$ cat config.mk
export PLATFORM = sky130hd
export DESIGN_NAME = ifetch_unit
export DESIGN_NICKNAME = d
export VERILOG_FILES = /design/src/rtl/ifetch_unit.sv
export SDC_FILE = /design/constraint.sdc
export NUM_CORES = 1
export LEC_CHECK = 0
export CORE_MARGIN = 2
export CORE_UTILIZATION = 41
export DETAILED_ROUTE_END_ITERATION = 8
export GPL_TIMING_DRIVEN = 0
export PLACE_DENSITY_LB_ADDON = 0.3
export SLEW_MARGIN = 20
export SYNTH_ARGS = -nofsm -noshare
export SYNTH_HDL_FRONTEND = slang
export SYNTH_SLANG_ARGS = --single-unit
$ cat constraint.sdc
create_clock -name clk -period 3.35 [get_ports clk]
set_input_delay 0.67 -clock clk [delete_from_list [all_inputs] [get_ports clk]]
set_output_delay 0.67 -clock clk [all_outputs]
set_load 0.1 [all_outputs]
$ cat src/rtl/ifetch_unit.sv
// Instruction fetch unit: issues one word fetch at a time on a req/gnt
// handshake, captures the response and holds it until the consumer takes it.
// A response that never arrives locks the unit into a sticky error state.
module ifetch_unit #(
  parameter logic [29:0] RESET_PC = 30'h0000_0C00,
  parameter int          TIMEOUT  = 16
) (
  input  logic        clk,
  input  logic        rst,
  input  logic [31:2] nextpc,
  output logic [31:2] pc,
  input  logic        stall,
  output logic        imem_req,
  output logic [31:2] imem_addr,
  input  logic        imem_gnt,
  input  logic        imem_rvalid,
  input  logic [31:0] imem_rdata,
  output logic [31:0] instr,
  output logic        instr_valid,
  output logic        fetch_err
);

  typedef enum logic [1:0] {
    ST_REQ  = 2'd0,
    ST_WAIT = 2'd1,
    ST_HOLD = 2'd2,
    ST_ERR  = 2'd3
  } state_t;

  // Last wait-counter value tolerated before the fetch is declared lost.
  localparam logic [4:0] WAIT_LAST = 5'(TIMEOUT - 1);

  state_t      state;
  logic [4:0]  wait_cnt;
  logic        req;

  // The request address is the current pc by construction.
  assign imem_addr = pc;
  assign imem_req  = req;

  // Fetch FSM with all outputs registered alongside the state.
  always_ff @(posedge clk) begin
    if (rst) begin
      state       <= ST_REQ;
      pc          <= RESET_PC;
      instr       <= 32'h0000_0000;
      instr_valid <= 1'b0;
      fetch_err   <= 1'b0;
      wait_cnt    <= 5'd0;
      req         <= 1'b1;
    end else begin
      case (state)
        ST_REQ: begin
          // Responses are not expected here; a stray rvalid is ignored.
          if (imem_gnt) begin
            state    <= ST_WAIT;
            req      <= 1'b0;
            wait_cnt <= 5'd0;
          end
        end

        ST_WAIT: begin
          // Entered the cycle after the grant, so rvalid is honoured here only.
          if (imem_rvalid) begin
            instr       <= imem_rdata;
            instr_valid <= 1'b1;
            state       <= ST_HOLD;
          end else if (wait_cnt == WAIT_LAST) begin
            state     <= ST_ERR;
            fetch_err <= 1'b1;
          end else begin
            wait_cnt <= wait_cnt + 5'd1;
          end
        end

        ST_HOLD: begin
          // nextpc is sampled only on the edge the instruction is consumed.
          if (!stall) begin
            pc          <= nextpc;
            instr_valid <= 1'b0;
            state       <= ST_REQ;
            req         <= 1'b1;
          end
        end

        ST_ERR: begin
          // Absorbing until reset; outputs are re-asserted every cycle.
          req         <= 1'b0;
          instr_valid <= 1'b0;
          fetch_err   <= 1'b1;
        end

        default: begin
          // Unreachable encoding: fail safe into the error state.
          state       <= ST_ERR;
          req         <= 1'b0;
          instr_valid <= 1'b0;
          fetch_err   <= 1'b1;
        end
      endcase
    end
  end

endmodule
======== Word-level counts from Yosys, hierarchy flattened ========
Cells that the tools add are included.
storage, ports and cells
  input bits .............................. 67
  logic and storage cells ................. 51
  register bits ........................... 72
  output and inout port bits .............. 95
cells by class
  add/subtract/negate cells ............... 1
  mux-type cells .......................... 18
  reductions and logical operators ........ 13
  bitwise operators ....................... 1
  eq/ne operators ......................... 11
operators by type and width
  operator                                              count
  two-way mux 5 bit                                     3
  != test 2 bit (second input constant)                 6
  one-hot mux 5 bit (2 select lines)                    1
  AND reduction 3 bit                                   3
  nonzero test 3 bit                                    3
  two-way mux 2 bit                                     4
  AND reduction 4 bit                                   2
  two-way mux 1 bit                                     6
  one-hot mux 1 bit (3 select lines)                    2
  one-hot mux 2 bit (3 select lines)                    1
  adder 5 x 1 -> 5 bit (second input constant)          1
  equality test 5 x 4 -> 1 bit (second input constant)  1
  equality test 2 bit (second input constant)           2
  AND reduction 2 bit                                   2
  nonzero test 2 bit                                    2
  != test 3 bit (second input constant)                 1
  equality test 2 x 1 -> 1 bit (second input constant)  1
  logical NOT 2 bit                                     1
  one-hot mux 1 bit (2 select lines)                    1
  inverter 1 bit                                        1

======== Longest topological paths before layout ========
  word-level depth ........................ 4
  mapped depth ............................ 6
  mapped depth without buffers ............ 6

======== Worst setup path after synthesis ========
OpenSTA, ideal clock, no wires.
  kind .................................... register to register
  start ................................... reg wait_cnt[0]
  end ..................................... reg wait_cnt[4]
  arrival time ............................ 2.025 ns
  path buffers ............................ 0
  slack ................................... 1.254 ns
  period minus slack after synthesis ...... 2.096 ns
  setup time .............................. 0.070 ns
  stages on the path, launching flop included .. 7
  data required time ...................... 3.280 ns
  cell sequence ........................... dfxtp_1 -> ha_1 -> and3_1 -> ha_1 -> or4b_4 -> or4b_1 -> a21oi_1
on the way
  cells in the longest elaborated chain, start to end .. 4
  elaborated cells between the ends (all ways) .. 7
  classes of those cells .................. add/sub (1); eq/ne (2); mux (3); reduce/logical (1)
ends and longest elaborated chain
  what                                line  source
  start: declaration                  34    logic [4:0] wait_cnt;
  start signal: assignment            72    wait_cnt <= wait_cnt + 5'd1;
  adder 5 x 1 -> 5 bit                72
  two-way mux 5 bit                   68    end else if (wait_cnt == WAIT_LAST) begin
  two-way mux 5 bit                   64    if (imem_rvalid) begin
  one-hot mux 5 bit (2 select lines)  52    case (state)
Parallel ways exist; a longest one is shown, timed or not. The select of a mux whose other input is x is not followed.
A chain may end at the register's enable or synchronous reset.

======== Worst setup path in the final report ========
  start ................................... reg pc (netlist bit imem_addr[29])
  end ..................................... out pc[29] (netlist name)
RTL lines
  what                      line  source
  start: declaration        11    output logic [31:2] pc,
  start signal: assignment  79    pc <= nextpc;
No word-level cell between the ends.

==> results_dict.tcl <==
set metrics [dict create \
    setup_tns_ns 0 \
    avgSynthCellArea_um2 7.96 \
    grt_pass1_vias 2779 \
    final_area_mm2 0.00476 \
    cp-start-kind "flop" \
    min_path_cells 2 \
    max_freq_mhz 381 \
    drc 0 \
    postCtsHoldBufs 0 \
    syn_nets 427 \
    path_class "reg -> out" \
    post-route-min-period_ns 2.63 \
    ys_seq_area_frac 0.506 \
    status "finished clean" \
    h-tree-depth 3 \
    hold_violations 0 \
    grt_overflow 0 \
    start_util 0.422 \
    synth.area.top_cells "dfxtp_1 (51%), nand2_1 (17%), a21oi_1 (12%)" \
    synth.yosys.warnings 0 \
    die_y_um 87.4 \
    postCtsResizedCells 0 \
    place_hpwl_um 6180 \
    pin_count 162 \
    grt_pass1_wl_um 12300 \
    clockBufferDepth 2 \
    tightest_slew_ns 1.01 \
    setup_viol 0 \
    yosys-top-cells-count "nand2_1 (126), dfxtp_1 (72), a21oi_1 (68), buf_4 (30), clkbuf_1 (20)" \
    ctsRootBufferMaster "clkbuf_8" \
    synthFlopType "dfxtp_1" \
    seq_area_mm2 0.00144 \
    syn_to_final_growth_pct 67.0 \
    fin_worst_skew_ns 0.00622 \
    vias_per_cell 4.79 \
    die_area_mm2 0.00763 \
    slew_viol_final 0 \
    detail_route.wl_per_cell_um 13.1 \
    yosysTopAreaCell "dfxtp_1" \
    leakage_uw 0.00173 \
    rsz0062_at_grt "no" \
    synth_async_sr_flop_share 0 \
    multi_input_area_mm2 0.00108 \
    synthCells 358 \
    grt_use_total 0.205 \
    core_area_mm2 0.00676 \
    drt_iter0_drc 51 \
    critPathMaxFanout 3 \
    clk_pin_slew_worst_paths_ns 0.08 \
    cap_violations 0 \
    synth_top_area_share 0.506 \
    die_x_um 87.4 \
    reg2regPathDepth 6 \
    cts_tree "built" \
    design.final.nets 598 \
    numCtsBuffers 9 \
    power_uw 2050 \
    yosysUniqueCellTypes 28 \
    holdCritPathClass "reg -> reg" \
    n_fill_cell 542 \
    drive_gt1_frac 0.0993 \
    end_kind "output pin" \
    maxSlewHeadroom 0.325 \
    synth-edff-count 0 \
    crit_required_ns 2.68 \
    grt_max_degree 13 \
    numClockSinks 72 \
    yosysMostFrequentCell "nand2_1" \
    gp_congestion 0.799 \
    p_per_area_mw_per_mm2 431 \
    drt_wl_total_um 8050 \
    antennaDiodeCount 0 \
    rows 30 \
    ys_ff_latch 72 \
    min_period_over_period 0.784 \
    arrival_ns 1.96 \
    vias 2941 \
    dr.pass1.iters 4 \
    synth_area_mm2 0.00285 \
    vdd_ir_drop_max_mv 0.235 \
    portBuffers 160 \
    cts_setup_buffers 0 \
    antenna_found_initial 0 \
    place_area_mm2 0.00455 \
    clock_latency_ns 0.33 \
    antenna_left 0 \
]
-- critical path, cell delays in order, from the launching register on --
cell             delay, ns
dfxtp_1               0.39
buf_4                 0.12
clkdlybuf4s50_1       1.11
-- power by group --
part	internal (µW)	switching [µW]
clock network	382	317
registers	881	16.4
logic	150	302
-- through the flow --
step,hold WS (ns),setup slack (ns),cells,utilization
3_5_place_dp,0.445,0.871,598,0.674
4_1_cts,0.456,0.704,614,0.704
5_1_grt,0.475,0.652,614,0.704
2_1_floorplan,0.443,1.25,358,-
3_3_place_gp,0.438,0.882,598,0.674
6_report,0.450,0.724,614,0.704
-- sequential cells by signal, indices dropped and copies added, names as in the netlist --
register / cells
fetch_err: 1
imem_addr: 30
imem_req: 1
instr: 32
instr_valid: 1
state: 2
wait_cnt: 5
-- placed cells by master (no fill, tap or decap), types with 4 or more instances in the layout --
cell               n
nand2_1          126
buf_2              4
clkdlybuf4s50_1  160
o21ai_0            4
buf_4             30
a21oi_1           68
nand3_1            4
dfxtp_1           72
nand3b_1           4
clkbuf_8          11
clkbuf_1          20
-- final timing paths --
| path | startpoint | to | slack, ns |
|---|---|---|---|
| worst max-delay path | imem_addr[29]$_SDFFE_PP0P_ | pc[29] | 0.72 |
| worst min-delay path | fetch_err$_SDFFE_PP0P_ | fetch_err$_SDFFE_PP0P_ | 0.45 |
| worst max register to register | wait_cnt[0]$_SDFFE_PP0P_ | wait_cnt[3]$_SDFFE_PP0P_ | 1.07 |
| worst min register to register | fetch_err$_SDFFE_PP0P_ | fetch_err$_SDFFE_PP0P_ | 0.45 |
-- routing by layer --
layer / track usage / part of all wire / wire length, µm / vias up
met5: 0 / 0 / 0 / -
met4: 0.0769 / 0.013 / 108 / 0
met3: 0.0692 / 0.088 / 707 / 10
met2: 0.356 / 0.48 / 3840 / 123
met1: 0.232 / 0.42 / 3390 / 1332
li1: - / - / - / 1476
-- logic make-up (layout without fill, tap and decap cells) --
family                   Yosys count  in the layout  share of synthesized area
flip-flops                        72             72                      0.506
adder cells (fa/ha/maj)            2              2                    0.00878
AO/OA/AOI/OAI                     78             78                      0.144
buffers and inverters             57            233                      0.116
AND/OR/NAND/NOR                  149            149                      0.225
-- area by class of cell --
| type | instances | area share |
|---|---|---|
| Timing Repair Buffer | 160 | 0.337 |
| Sequential cell | 72 | 0.303 |
| Multi-Input combinational cell | 229 | 0.226 |
| Buffer | 54 | 0.0673 |
| Clock buffer | 11 | 0.0318 |
| Tap cell | 80 | 0.0210 |
| Clock inverter | 5 | 0.0116 |
| Inverter | 3 | 0.00237 |
Power figures use the tool's default switching activity.
